**src/rtl/mems_mic_i2s_slave_tx.sv**
```systemverilog
// I2S slave transmitter for one MEMS-mic SD line: oversamples SCK/WS and shifts 24-bit L/R samples in 32-bit slots.
// Optional MIC_TX_TEST_PATTERN_EN adds test_mode_i, which replaces samples with a frame counter pattern.
module mems_mic_i2s_slave_tx #(
  parameter int DATA_W      = 24,
  parameter int SYNC_STAGES = 2,
  parameter int IDLE_DRIVE  = 0
) (
  input  logic              clk,
  input  logic              rst_n,
  input  logic              sck_i,
  input  logic              ws_i,
  output logic              sd_o,
  output logic              sd_oe,
  input  logic              s_valid,
  output logic              s_ready,
  input  logic [DATA_W-1:0] s_left,
  input  logic [DATA_W-1:0] s_right,
  output logic              frame_start,
`ifdef MIC_TX_TEST_PATTERN_EN
  input  logic              test_mode_i,
`endif
  output logic              underrun
);
  localparam int CNT_W = $clog2(DATA_W + 1);

  typedef enum logic [1:0] {WAIT_SYNC, LOAD, SHIFT, IDLE} state_t;

  state_t                   state, state_nx;
  logic [SYNC_STAGES-1:0]   sck_sync, ws_sync;
  logic                     sck_hist, ws_r;
  logic                     sck_s, ws_s, rise, fall, slot_start;
  logic                     load_left, load_left_nx;
  logic [DATA_W-1:0]        shifter, shifter_nx;
  logic [CNT_W-1:0]         bit_cnt, bit_cnt_nx;
  logic [DATA_W-1:0]        act_r, act_r_nx;
  logic [DATA_W-1:0]        fb_l, fb_l_nx, fb_r, fb_r_nx;
  logic                     fb_full, fb_full_nx;
  logic                     sd_o_nx, sd_oe_nx, frame_start_nx, underrun_nx;
`ifdef MIC_TX_TEST_PATTERN_EN
  logic [DATA_W-1:0]        frame_cnt, frame_cnt_nx;
  assign s_ready = ~fb_full & ~test_mode_i;
`else
  assign s_ready = ~fb_full;
`endif

  assign sck_s      = sck_sync[SYNC_STAGES-1];
  assign ws_s       = ws_sync[SYNC_STAGES-1];
  assign rise       = sck_s & ~sck_hist;
  assign fall       = ~sck_s & sck_hist;
  // WS is captured on SCK rise; a change relative to the last capture opens a new slot.
  assign slot_start = rise & (ws_s != ws_r);

  always_ff @(posedge clk or negedge rst_n) begin
    if (!rst_n) begin
      sck_sync <= '0;
      ws_sync  <= '0;
      sck_hist <= 1'b0;
      ws_r     <= 1'b0;
    end else begin
      sck_sync <= {sck_sync[SYNC_STAGES-2:0], sck_i};
      ws_sync  <= {ws_sync[SYNC_STAGES-2:0], ws_i};
      sck_hist <= sck_s;
      if (rise) ws_r <= ws_s;
    end
  end

  always_ff @(posedge clk or negedge rst_n) begin
    if (!rst_n) begin
      state       <= WAIT_SYNC;
      load_left   <= 1'b0;
      shifter     <= '0;
      bit_cnt     <= '0;
      act_r       <= '0;
      fb_l        <= '0;
      fb_r        <= '0;
      fb_full     <= 1'b0;
      sd_o        <= 1'b0;
      sd_oe       <= 1'b0;
      frame_start <= 1'b0;
      underrun    <= 1'b0;
`ifdef MIC_TX_TEST_PATTERN_EN
      frame_cnt   <= '0;
`endif
    end else begin
      state       <= state_nx;
      load_left   <= load_left_nx;
      shifter     <= shifter_nx;
      bit_cnt     <= bit_cnt_nx;
      act_r       <= act_r_nx;
      fb_l        <= fb_l_nx;
      fb_r        <= fb_r_nx;
      fb_full     <= fb_full_nx;
      sd_o        <= sd_o_nx;
      sd_oe       <= sd_oe_nx;
      frame_start <= frame_start_nx;
      underrun    <= underrun_nx;
`ifdef MIC_TX_TEST_PATTERN_EN
      frame_cnt   <= frame_cnt_nx;
`endif
    end
  end

  always_comb begin
    state_nx       = state;
    load_left_nx   = load_left;
    shifter_nx     = shifter;
    bit_cnt_nx     = bit_cnt;
    act_r_nx       = act_r;
    fb_l_nx        = fb_l;
    fb_r_nx        = fb_r;
    fb_full_nx     = fb_full;
    sd_o_nx        = sd_o;
    sd_oe_nx       = sd_oe;
    frame_start_nx = 1'b0;
    underrun_nx    = 1'b0;
`ifdef MIC_TX_TEST_PATTERN_EN
    frame_cnt_nx   = frame_cnt;
`endif
    // A handshake coinciding with a left load refills the buffer for the next frame.
    if (s_valid && s_ready) begin
      fb_l_nx    = s_left;
      fb_r_nx    = s_right;
      fb_full_nx = 1'b1;
    end
    case (state)
      WAIT_SYNC: begin
        sd_o_nx  = 1'b0;
        sd_oe_nx = 1'b0;
      end
      LOAD: begin
        bit_cnt_nx = '0;
        state_nx   = SHIFT;
        if (load_left) begin
          frame_start_nx = 1'b1;
`ifdef MIC_TX_TEST_PATTERN_EN
          if (test_mode_i) begin
            shifter_nx   = frame_cnt;
            act_r_nx     = ~frame_cnt;
            frame_cnt_nx = frame_cnt + 1'b1;
          end else
`endif
          if (fb_full) begin
            shifter_nx = fb_l;
            act_r_nx   = fb_r;
            fb_full_nx = 1'b0;
          end else begin
            shifter_nx  = '0;
            act_r_nx    = '0;
            underrun_nx = 1'b1;
          end
        end else begin
          shifter_nx = act_r;
        end
      end
      SHIFT: begin
        if (fall) begin
          if (bit_cnt == CNT_W'(DATA_W)) begin
            state_nx = IDLE;
            sd_o_nx  = 1'b0;
            sd_oe_nx = (IDLE_DRIVE != 0);
          end else begin
            sd_o_nx    = shifter[DATA_W-1];
            sd_oe_nx   = 1'b1;
            shifter_nx = {shifter[DATA_W-2:0], 1'b0};
            bit_cnt_nx = bit_cnt + 1'b1;
          end
        end
      end
      default: ;
    endcase
    // Any slot start (including a premature one) restarts; before sync only a left start counts.
    if (slot_start && (state != WAIT_SYNC || !ws_s)) begin
      state_nx     = LOAD;
      load_left_nx = ~ws_s;
    end
  end
endmodule

```
**config.mk**
```make
export PLATFORM = sky130hd
export DESIGN_NAME = mems_mic_i2s_slave_tx
export DESIGN_NICKNAME = d
export VERILOG_FILES = /design/src/rtl/mems_mic_i2s_slave_tx.sv
export SDC_FILE = /design/constraint.sdc
export NUM_CORES = 1
export LEC_CHECK = 0
export BUFFER_PORTS_ARGS = -buffer_cell sky130_fd_sc_hd__buf_2
export CAP_MARGIN = 20
export CORE_ASPECT_RATIO = 1.25
export CORE_MARGIN = 1.5
export CORE_UTILIZATION = 30
export DETAILED_ROUTE_END_ITERATION = 6
export PLACE_DENSITY = 0.51
export SLEW_MARGIN = 20
export SYNTH_ARGS = -nofsm -noshare
export SYNTH_HDL_FRONTEND = slang
export SYNTH_SLANG_ARGS = --single-unit
```
**constraint.sdc**
```tcl
create_clock -name clk -period 2 [get_ports clk]
set_input_delay 0.1 -clock clk [delete_from_list [all_inputs] [get_ports clk]]
set_output_delay 0.1 -clock clk [all_outputs]
set_load 0.1 [all_outputs]
```
**Yosys cells after proc, flatten, opt, wreduce, memory -nomap -nowiden**

Index checks and enable logic that the tools add are counted.

- Bits in registers: 115
- Latch bits: 0
- Bits in writable memories: 0
- ROM bits: 0
- Bits of input ports: 53
- Output and inout bits: 5
- Logic and storage cells: 73
- Memories: 0

- Add/sub/neg operators: 1
- $mul: 0
- Div/mod/pow operators: 0
- Magnitude comparators: 0
- Equal/unequal tests: 8
- Shift-type cells: 0
- Mux-type cells: 28
- Bitwise gates (word level): 7
- Reductions and logical operators: 13

Operator list:

| cell | number |
|---|---|
| 24-bit two-way mux | 5 |
| 24-bit one-hot mux with 2 select lines | 1 |
| 1-bit two-way mux | 13 |
| 5-bit two-way mux | 2 |
| 5-bit one-hot mux with 2 select lines | 1 |
| 2-bit two-way mux | 3 |
| 3-bit != test (second input constant) | 2 |
| 3-bit AND reduction | 2 |
| 2-bit nonzero test | 3 |
| 5-bit by 1-bit adder with 5-bit output (second input constant) | 1 |
| 5-bit == test (second input constant) | 1 |
| 2-bit != test (second input constant) | 2 |
| 1-bit inverter | 4 |
| 1-bit one-hot mux with 2 select lines | 2 |
| 2-bit one-hot mux with 2 select lines | 1 |
| 2-bit AND reduction | 2 |
| 1-bit bitwise AND | 3 |
| 3-bit nonzero test | 1 |
| 2-bit by 1-bit == test with 1-bit output (second input constant) | 1 |
| 2-bit == test (second input constant) | 1 |
| 1-bit logical AND | 2 |
| 2-bit zero test | 1 |
| 1-bit zero test | 1 |
| 1-bit logical OR | 1 |
| 1-bit != test | 1 |

**Logic depth before layout (Yosys ltp)**

- Depth in word-level cells: 6
- Depth in mapped cells: 6
- Mapped depth without buffers: 5

**Worst setup path after synthesis**

Ideal clock, no wire load.

- Path type: register -> register
- From: register bit_cnt[0]
- To: register shifter[10]
- Setup time: 125 ps
- Data arrival time: 1501 ps
- Data required time: 1875 ps
- Setup slack: 374 ps
- Stages on the path, launching flop included: 7
- Buffers on the path: 1
- Clock period less this slack: 1626 ps
- Path through: dfrtp_1 inv_1 ha_1 nand4b_4 a21oi_4 buf_6 mux2_4

- Longest elaborated chain between the ends: 3

RTL lines:

| item | line | text |
|---|---|---|
| start: declaration | 34 | `logic [CNT_W-1:0] bit_cnt, bit_cnt_nx;` |
| start signal: assignment | 88 | `bit_cnt <= bit_cnt_nx;` |
| 5-bit == test | 157 | `if (bit_cnt == CNT_W'(DATA_W)) begin` |
| 2-bit != test (no line) | - |  |
| 3-bit AND reduction (no line) | - |  |
| end signal: assignment | 87 | `shifter <= shifter_nx;` |
| end: declaration | 33 | `logic [DATA_W-1:0] shifter, shifter_nx;` |

No other way between the ends.
A chain may end at the register's enable or synchronous reset.

**Worst setup path after layout**

- From: register bit_cnt[1]
- To: register shifter[1]

The elaborated chain is that of the path after synthesis.

==> flow_summary_export.csv <==
group,metric,value,unit
die,dieArea,0.0181,mm^2
drt,routed_wl,11.1,mm
yosys,synth_area_per_cell,11.9,um^2
yosys,yosysTopAreaCell,"dfrtp_1",
clocking,root_buffer,"clkbuf_16",
layout,fin_cells,779,
drt,route.detailed.drc,0,
run_status,status,"complete, no violations",
pwr,p_total,10.1,mW
layout,final_nets,601,
critical_path,path_buf_inv,2,
drt,routedWlPerCell,14.2,um
layout,final_common_cell,"dfrtp_1",
yosys,synth_top_area_share,0.556,
place,dp_hpwl,7.32,mm
die,ioPinCount,58,
grt,antenna_found_initial,0,
sta,finalClockSkew,0.00594,ns
clocking,cts_num_sinks,115,
grt,grt_max_degree,52,
grt,grtUsageTotal,0.132,
place,numPortBuffers,57,
sta,tightest_slew,0.514,ns
layout,syn_to_final_growth,31.7,%
grt,grt_pass1_wl,18.9,mm
layout,fin_util,0.405,
critical_path,critPathMaxStageDelay,0.40,ns
sta,hold_viol,0,
clocking,ctsHoldBuffers,51,
critical_path,reg2regPathDepth,6,
yosys,synth.distinct_cells,34,
layout,antenna-diode-count,0,
die,design.core.area,0.0168,mm^2
clocking,post_cts_buffers,0,
pwr,power_density,1490,mW/mm^2
worst_hold_path,hold_class,"input pin to async pin",
critical_path,endpoint_kind,"register",
critical_path,cpLargestDelayFamily,"flip-flops",
sta,relSlewSlack,0.657,
clocking,post_cts_resized,0,
place,gp_congestion,0.733,
place,dp.cells,696,
die,chipHeight,150,um
yosys,synth.area.top_cells,"dfrtp_1, mux2_2, mux2_4",
layout,drive_gt1_frac,0.322,
sta,setup_violations,0,
clocking,htree_levels,4,
yosys,ys_ff_latch,115,
sta,tns,0,ns
critical_path,crit_fanout,11,
grt,first_global_vias,3777,
run,maxCapViolCount,0,
yosys,syn_nets,492,
layout,layout_common_cells,"dfrtp_1, buf_2, nand2_1, mux2_2, dlygate4sd3_1",
pwr,ir_drop,0.555,mV
yosys,syn_area,0.00518,mm^2
yosys,async_flop_share,1.00,
sta,grt_setup_unrepaired,"false",
drt,drtIter0Drc,116,
yosys,syn_inst,437,
critical_path,crit_chain,"inv_1 -> ha_1 -> nand4b_4 -> a21oi_4 -> buf_4 -> mux2_2",
grt,overflow,0,
clocking,cts_buffers,17,
critical_path,start_kind,"register",
pwr,p_leak,3.06,nW
drt,vias,3599,
sta,finalCriticalPeriod,1.79,ns
die,core.rowCount,53,
yosys,synth_edf_count,0,
critical_path,critPathKind,"register to register",
sta,holdWs,0.194,ns
drt,via_per_inst,4.62,
sta,fin_crit_sh,0.893,
clocking,clockBufferDepth,2,
die,initial_utilization,0.308,
critical_path,worstPathRequired,2.29,ns
clocking,cts_tree,"done",
yosys,yosysSeqAreaShare,0.556,
critical_path,crit_cells,6,
critical_path,crit_arrival,2.08,ns
yosys,yosys_warnings,0,
sta,report.final.slew_viol_count,0,
critical_path,cpMaxStageDelayCell,"dfrtp_1",
drt,dr.pass1.iters,4,
clocking,clkSlewWorstSetupHoldPaths,0.05,ns
die,fp.dieW,121,um
drt,final_antenna_net_count,0,
sta,max_freq,0.560,GHz
yosys,synth_ff_type,"dfrtp_1",
clocking,clk_latency,0.41,ns
==> report_power, final <==
group | switching [mW] | internal, mW
logic | 1.49 | 1.79
registers | 0.637 | 3.38
clock network | 1.12 | 1.71
total | 3.25 | 6.88
==> sequential cells by signal (all words and copies together), names as in the netlist <==
name,count
act_r,24
bit_cnt,5
fb_full,1
fb_l,24
fb_r,24
frame_start,1
load_left,1
sck_hist,1
sck_sync,2
sd_o,1
sd_oe,1
shifter,24
state,2
underrun,1
ws_r,1
ws_sync,2
==> cell usage after synthesis (2+ instances only) <==
master,instances
buf_4,2
mux2_2,53
buf_6,3
clkbuf_1,18
nand3_1,25
nor2_1,3
mux2_4,19
buf_2,8
ha_1,2
o21ai_0,25
a31oi_1,24
a22o_1,4
nand2_1,55
buf_1,2
dfrtp_1,115
nand4_1,2
nor3b_1,24
nand2b_1,28
inv_1,4
mux2i_1,4
nor2b_1,4
==> worst paths after layout <==
check,slack [ns],startpoint,to
hold reg to reg,0.36,ws_sync[0],ws_sync[1]
hold / removal,0.19,rst_n,frame_start
setup / recovery,0.21,bit_cnt[1],shifter[1]
max in group asynchronous,1.17,rst_n,shifter[0]
setup reg to reg,0.21,bit_cnt[1],shifter[1]
min in group clk,0.34,ws_i,ws_sync[0]
==> logic make-up (layout without fill, tap and decap cells) <==
| family | Yosys count | in the layout | share of synthesized area |
|---|---|---|---|
| fa+ha+maj | 2 | 2 | 0.00483 |
| simple gates | 145 | 145 | 0.152 |
| mux | 76 | 76 | 0.178 |
| flops | 115 | 115 | 0.556 |
| compound gates | 62 | 62 | 0.0746 |
| buf+inv | 37 | 159 | 0.0345 |
==> worst register-to-register path, delay by kind of cell (launching register included) <==
| kind | cells | cell delay, ns |
|---|---|---|
| adders and majority gates | 1 | 0.20 |
| and+or+nand+nor | 1 | 0.17 |
| AOI/OAI and AO/OA | 1 | 0.20 |
| muxes | 1 | 0.36 |
| DFF | 1 | 0.40 |
| buffers and inverters | 2 | 0.35 |
==> layer usage <==
| layer | vias to the layer above | GRT usage | wire (um) | share of wire |
|---|---|---|---|---|
| li1 | 1757 | - | - | - |
| met1 | 1786 | 0.173 | 5290 | 0.48 |
| met2 | 48 | 0.211 | 5380 | 0.49 |
| met3 | 8 | 0.0286 | 256 | 0.023 |
| met4 | 0 | 0.0565 | 136 | 0.012 |
| met5 | - | 0 | 0 | 0 |
==> stage by stage <==
stage | instance area [um^2] | setup slack [ns]
final | 6820 | 0.213
after global routing | 6820 | 0.131
after CTS | 6820 | 0.195
after detailed placement | 5750 | 0.202
after global placement | 5750 | 0.265
after floorplan | 5180 | 0.374
==> cell type report <==
type | count | area [um^2]
Multi-Input combinational cell | 285 | 2130
Timing Repair Buffer | 123 | 961
Inverter | 4 | 15.0
Fill cell | 1654 | 10000
Clock inverter | 15 | 135
Sequential cell | 115 | 2880
Clock buffer | 17 | 425
Tap cell | 220 | 275
(Power assumes the default switching activity.)
